### config.mk
export PLATFORM = sky130hd
export DESIGN_NAME = imem_server_flat
export DESIGN_NICKNAME = d
export VERILOG_FILES = /design/src/rtl/imem_server_pkg.sv /design/src/rtl/imem_server_if.sv /design/src/rtl/imem_word_packer.sv /design/src/rtl/imem_server.sv /design/src/flat_wrapper.sv
export SDC_FILE = /design/constraint.sdc
export NUM_CORES = 1
export LEC_CHECK = 0
export ABC_CLOCK_PERIOD_IN_PS = 3200
export CORE_MARGIN = 10
export CORE_UTILIZATION = 21
export DETAILED_ROUTE_END_ITERATION = 16
export HOLD_SLACK_MARGIN = 0.15
export PLACE_DENSITY = 0.85
export SKIP_LAST_GASP = 1
export SYNTH_ARGS = -nofsm -noshare
export SYNTH_HDL_FRONTEND = slang
export SYNTH_SLANG_ARGS = --single-unit
### constraint.sdc
create_clock -name clock_in -period 3.2 [get_ports clock_in]
set_input_delay 0.64 -clock clock_in [delete_from_list [all_inputs] [get_ports clock_in]]
set_output_delay 0.64 -clock clock_in [all_outputs]
set_load 0.005 [all_outputs]
### src/rtl/imem_server_pkg.sv
// Shared types and constants for the instruction-memory server.
// Also carries the built-in boot image used when IMEM_BOOT_LOADER_EN is not defined.
package imem_server_pkg;

  localparam logic [31:0] IMEM_NOP_DEFAULT = 32'h0000_0013;

  typedef enum logic {
    LOAD = 1'b0,
    RUN  = 1'b1
  } loader_state_e;

  // Elaboration-time boot image; words past the listed program read as nop.
  function automatic logic [31:0] boot_word(input logic [31:0] idx, input logic [31:0] nop);
    case (idx)
      32'd0:   boot_word = 32'h0010_0093;
      32'd1:   boot_word = 32'h0020_8113;
      32'd2:   boot_word = 32'h0020_81b3;
      32'd3:   boot_word = 32'h0000_006f;
      default: boot_word = nop;
    endcase
  endfunction

endpackage

### src/rtl/imem_server_if.sv
// Fetch and boot-load signal bundle between the core/loader side (master)
// and the instruction-memory server (slave).
interface imem_server_if;
  logic [31:0] imem_addr_in;
  logic [31:0] imem_data_out;
  logic        imem_ready_out;
  logic        imem_fault_out;
  logic [7:0]  load_data_in;
  logic        load_valid_in;
  logic        load_last_in;
  logic        load_ready_out;
  logic        load_error_out;

  modport master (
    output imem_addr_in, load_data_in, load_valid_in, load_last_in,
    input  imem_data_out, imem_ready_out, imem_fault_out, load_ready_out, load_error_out
  );

  modport slave (
    input  imem_addr_in, load_data_in, load_valid_in, load_last_in,
    output imem_data_out, imem_ready_out, imem_fault_out, load_ready_out, load_error_out
  );
endinterface

### src/rtl/imem_word_packer.sv
// Assembles little-endian boot bytes into 32-bit words. word/word_vld are
// combinational so the completing byte is written in the same cycle it arrives.
module imem_word_packer (
  input  logic        clk,
  input  logic        rst_n,
  input  logic [7:0]  data,
  input  logic        vld,
  input  logic        last,
  output logic [31:0] word,
  output logic        word_vld
);

  logic [1:0]  lane;
  logic [31:0] pack_q;

  // Lanes at or above the current one are always zero in pack_q, so OR-ing
  // in the new byte leaves unfilled upper lanes cleared on a short last word.
  assign word     = pack_q | ({24'd0, data} << {lane, 3'b000});
  assign word_vld = vld && ((lane == 2'd3) || last);

  always_ff @(posedge clk or negedge rst_n) begin
    if (!rst_n) begin
      lane   <= 2'd0;
      pack_q <= 32'd0;
    end else if (vld) begin
      if (word_vld) begin
        lane   <= 2'd0;
        pack_q <= 32'd0;
      end else begin
        lane   <= lane + 2'd1;
        pack_q <= word;
      end
    end
  end

endmodule

### src/rtl/imem_server.sv
// Instruction memory with zero-latency fetch and an optional byte-stream boot
// loader (macro IMEM_BOOT_LOADER_EN); without it the array is a fixed boot image.
module imem_server
  import imem_server_pkg::*;
#(
  parameter int unsigned DEPTH_LOG2 = 10,
  parameter logic [31:0] BASE_ADDR  = 32'h0000_0000,
  parameter logic [31:0] NOP_WORD   = IMEM_NOP_DEFAULT
) (
  input logic          clock_in,
  input logic          reset_in,
  imem_server_if.slave bus
);

  logic [31:0]           offset;
  logic [DEPTH_LOG2-1:0] index;
  logic                  out_of_range;
  logic                  misaligned;
  logic                  ready_q;
  logic                  fault;
  logic [31:0]           array_word;
  logic                  accept;
  logic [31:0]           packed_word;
  logic                  packed_vld;

  assign offset       = bus.imem_addr_in - BASE_ADDR;
  assign index        = offset[DEPTH_LOG2+1:2];
  assign out_of_range = |offset[31:DEPTH_LOG2+2];
  assign misaligned   = |bus.imem_addr_in[1:0];

  // Faults are only reported once the image is servable.
  assign fault              = ready_q && (misaligned || out_of_range);
  assign bus.imem_fault_out = fault;
  assign bus.imem_ready_out = ready_q;
  assign bus.imem_data_out  = (ready_q && !fault) ? array_word : NOP_WORD;

  imem_word_packer u_packer (
    .clk      (clock_in),
    .rst_n    (reset_in),
    .data     (bus.load_data_in),
    .vld      (accept),
    .last     (bus.load_last_in),
    .word     (packed_word),
    .word_vld (packed_vld)
  );

`ifdef IMEM_BOOT_LOADER_EN

  loader_state_e         state;
  logic [DEPTH_LOG2-1:0] word_ptr;
  logic                  load_ready_q;
  logic                  load_error_q;
  logic [31:0]           mem [0:(1 << DEPTH_LOG2)-1];

  assign accept             = (state == LOAD) && bus.load_valid_in;
  assign bus.load_ready_out = load_ready_q;
  assign bus.load_error_out = load_error_q;
  assign array_word         = mem[index];

  always_ff @(posedge clock_in or negedge reset_in) begin
    if (!reset_in) begin
      state        <= LOAD;
      word_ptr     <= '0;
      load_ready_q <= 1'b1;
      ready_q      <= 1'b0;
      load_error_q <= 1'b0;
    end else begin
      case (state)
        LOAD: begin
          if (packed_vld) begin
            if (bus.load_last_in) begin
              state        <= RUN;
              load_ready_q <= 1'b0;
              ready_q      <= 1'b1;
            end else if (&word_ptr) begin
              // Array full with more image to come: stop here rather than wrap.
              state        <= RUN;
              load_ready_q <= 1'b0;
              ready_q      <= 1'b1;
              load_error_q <= 1'b1;
            end else begin
              word_ptr <= word_ptr + DEPTH_LOG2'(1);
            end
          end
        end
        RUN: begin
          load_ready_q <= 1'b0;
          ready_q      <= 1'b1;
        end
        default: state <= LOAD;
      endcase
    end
  end

  // Array is deliberately outside reset so a reload only overwrites what it reaches.
  always_ff @(posedge clock_in) begin
    if (packed_vld) begin
      mem[word_ptr] <= packed_word;
    end
  end

  logic unused_fetch;
  assign unused_fetch = ^offset[1:0];

`else

  assign accept             = 1'b0;
  assign bus.load_ready_out = 1'b0;
  assign bus.load_error_out = 1'b0;
  assign array_word         = boot_word(32'(index), NOP_WORD);

  always_ff @(posedge clock_in or negedge reset_in) begin
    if (!reset_in) begin
      ready_q <= 1'b0;
    end else begin
      ready_q <= 1'b1;
    end
  end

  logic unused_load;
  assign unused_load = ^{offset[1:0], bus.load_valid_in, packed_word, packed_vld};

`endif

endmodule

### src/flat_wrapper.sv
// flat-port wrapper written by rule: the top's interface ports become plain ports
module imem_server_flat import imem_server_pkg::*;
#(
  parameter int unsigned DEPTH_LOG2 = 10,
  parameter logic [31:0] BASE_ADDR  = 32'h0000_0000,
  parameter logic [31:0] NOP_WORD   = IMEM_NOP_DEFAULT
)
  (clock_in, reset_in, bus_imem_addr_in, bus_load_data_in, bus_load_valid_in, bus_load_last_in, bus_imem_data_out, bus_imem_ready_out, bus_imem_fault_out, bus_load_ready_out, bus_load_error_out);
  imem_server_if bus_i ();
  input logic clock_in;
  input logic reset_in;
  input wire logic [$bits(bus_i.imem_addr_in)-1:0] bus_imem_addr_in;
  input wire logic [$bits(bus_i.load_data_in)-1:0] bus_load_data_in;
  input wire logic [$bits(bus_i.load_valid_in)-1:0] bus_load_valid_in;
  input wire logic [$bits(bus_i.load_last_in)-1:0] bus_load_last_in;
  output wire logic [$bits(bus_i.imem_data_out)-1:0] bus_imem_data_out;
  output wire logic [$bits(bus_i.imem_ready_out)-1:0] bus_imem_ready_out;
  output wire logic [$bits(bus_i.imem_fault_out)-1:0] bus_imem_fault_out;
  output wire logic [$bits(bus_i.load_ready_out)-1:0] bus_load_ready_out;
  output wire logic [$bits(bus_i.load_error_out)-1:0] bus_load_error_out;
  assign bus_i.imem_addr_in = bus_imem_addr_in;
  assign bus_i.load_data_in = bus_load_data_in;
  assign bus_i.load_valid_in = bus_load_valid_in;
  assign bus_i.load_last_in = bus_load_last_in;
  assign bus_imem_data_out = bus_i.imem_data_out;
  assign bus_imem_ready_out = bus_i.imem_ready_out;
  assign bus_imem_fault_out = bus_i.imem_fault_out;
  assign bus_load_ready_out = bus_i.load_ready_out;
  assign bus_load_error_out = bus_i.load_error_out;
  imem_server #(.DEPTH_LOG2(DEPTH_LOG2), .BASE_ADDR(BASE_ADDR), .NOP_WORD(NOP_WORD)) u_core (.clock_in(clock_in), .reset_in(reset_in), .bus(bus_i));
endmodule
==> results.json <==
{
  "cp-start-kind": "primary input",
  "synth.avg_cell_area_sq_um": 8.050,
  "grt_pass1_wl_um": 2601,
  "path_class": "in -> out",
  "first_global_vias": 557,
  "finalCriticalPeriod_ns": 3.118,
  "cts_hold_buffers": 0,
  "synth-adder-area-share": 0,
  "ios": 80,
  "wl_per_cell_um": 14.84,
  "dieArea_sq_um": 4235,
  "gr-total-overflow": 0,
  "crit_path_start": "bus_imem_addr_in[25]",
  "synth_top_family_by_area": "buffers and inverters",
  "cp_slowest_cell": "clkdlybuf4s50_1",
  "crit_top_cell": "clkdlybuf4s50_1",
  "synth-xor-area-share": 0.02053,
  "initial_utilization": 0.2197,
  "synthMuxAreaShare": 0,
  "tns_ns": 0,
  "post_synth_num_cell_types": 14,
  "critPathRequiredTime_ns": 2.56,
  "syn-cell-area_sq_um": 426.7,
  "final_hold_viol_count": 0,
  "vias": 469,
  "row_count": 16,
  "first_iter_violations": 20,
  "io_buffer_count": 45,
  "antenna_found_initial": 0,
  "cts_setup_buffers": 0,
  "syn_inst": 53,
  "maxCapViolCount": 0,
  "path_buf_inv": 2,
  "finalSetupViolations": 0,
  "worstPathArrival_ns": 2.48,
  "die_x_um": 65.08,
  "core_sq_um": 1942,
  "status": "finished, final reports clean",
  "worstPathCellList": "clkdlybuf4s50_1 -> nor4_4 -> nand4_4 -> or3_1 -> clkdlybuf4s50_1",
  "totalWireLength_um": 1840,
  "antennaDiodeCount": 0,
  "drive_above_1_share": 0.1546,
  "ir_drop_uv": 85.95,
  "synth_top_cell_area_share": 0.4927,
  "min_path_type": "in -> async",
  "crit_path_max_incr_delay_ns": 0.46,
  "avgViaCountPerCell": 3.782,
  "yosysTopAreaCell": "buf_4",
  "grt_use_total": 0.07299,
  "drc": 0,
  "total_leakage_power_uw": 0.0004020,
  "ys_ff_latch": 1,
  "synth_simple_gate_area_frac": 0.3842,
  "synth_warnings": 0,
  "gp_congestion": 0.7847,
  "dpl.hpwl_um": 1641,
  "clk_pin_slew_ns": 0,
  "synth_area_leaders": "buf_4 (49%), nor4_2 (21%), dfrtp_1 (5.9%)",
  "die_h_um": 65.08,
  "slew_violations": 0,
  "grt_max_degree": 7,
  "fin_nets": 143,
  "placed_cells": 124,
  "synthToLayoutAreaGrowth_pct": 108.5,
  "synth_compound_area_frac": 0.01760,
  "path_max_fanout": 6,
  "fin_util": 0.4581,
  "end_kind": "output port",
  "first_pass_iters": 2,
  "fmax_ghz": 0.3207,
  "period_share": 0.9745,
  "fin_cells": 124,
  "ant_nets": 0,
  "rsz0062_at_grt": "true",
  "pwr_density_cell_nw_per_um2": 94.97,
  "crit_family": "simple AND/OR/NAND/NOR gates",
  "seq_area_frac_synth": 0.05865,
  "largest_register_ff_count": 1
}
-- per-stage QoR --
stage | instance area, sq um | hold slack (ns) | total power (uW) | setup WS, ns
4_1_cts | 822.0 | 0.7996 | 76.05 | -0.005355
3_5_place_dp | 817.0 | 0.7996 | 75.63 | -0.07025
2_1_floorplan | 513.0 | 0.3444 | 47.94 | 0.9207
5_1_grt | 889.6 | 0.8080 | 89.98 | -0.05496
6_report | 889.6 | 0.7946 | 84.49 | 0.08162
3_3_place_gp | 817.0 | 0.7891 | 74.43 | -0.007003
-- synthesized netlist by cell type --
master and number:
nand2_1 2, nor4_1 1, or3_1 1, conb_1 2, nor3b_1 1, buf_4 28, o21a_1 1, nor2_1 1
nor4_2 7, dfrtp_1 1, xnor2_1 1, nor3_1 4, nand4_2 2, inv_1 1
-- metal layers --
| layer | up-vias | track usage | routed length (um) |
|---|---|---|---|
| li1 | 219 | - | - |
| met1 | 200 | 0.07383 | 676 |
| met2 | 50 | 0.1256 | 832 |
| met3 | 0 | 0.05498 | 331 |
| met4 | 0 | 0 | 0 |
| met5 | - | 0 | 0 |
-- power breakdown --
group,switching (uW),internal (uW)
Combinational,27.4,43.0
Clock,0,0
Sequential,0.497,13.5
Total,27.9,56.6
-- cell usage in the layout, fill, tap and decap left out, drive strengths merged --
| cell | synthesis | layout |
|---|---|---|
| xnor2 | 1 | 1 |
| nor3 | 4 | 4 |
| nand4 | 2 | 2 |
| clkdlybuf4s50 | 0 | 41 |
| buf | 28 | 4 |
| conb | 2 | 25 |
| o21a | 1 | 1 |
| dlymetal6s2s | 0 | 4 |
| nor3b | 1 | 1 |
| inv | 1 | 1 |
| dfrtp | 1 | 1 |
| nand2 | 2 | 2 |
| or3 | 1 | 1 |
| nor2 | 1 | 1 |
| nor4 | 8 | 8 |
-- area by class of cell --
class | instances | area, sq um
fillers | 192 | 1052
inverters | 1 | 3.754
multi-input cells | 46 | 336.6
flip-flops and latches | 1 | 25.02
well taps | 27 | 33.78
repair buffers | 49 | 490.5
-- worst max-delay path by stage --
stage	endpoint	slack [ns]	cells after the start
2_1_floorplan	bus_imem_data_out[15]	0.92	4
3_3_place_gp	bus_imem_data_out[2]	-0.007	5
3_5_place_dp	bus_imem_data_out[2]	-0.07	5
4_1_cts	bus_imem_data_out[5]	-0.005	6
5_1_grt	bus_imem_data_out[15]	-0.05	6
6_report	bus_imem_data_out[4]	0.08	5
-- logic make-up after synthesis --
kind of cell	Yosys count
compound gates	1
simple gates	19
flops	1
buf+inv	29
other cells	2
xor+xnor	1
-- what timing repair did --
action | in CTS | in global routing
pin swaps | 0 | 2
setup endpoints to repair | 3 | 10
gates resized for setup | 1 | 11
No activity file was read; power rests on OpenSTA's default activity.
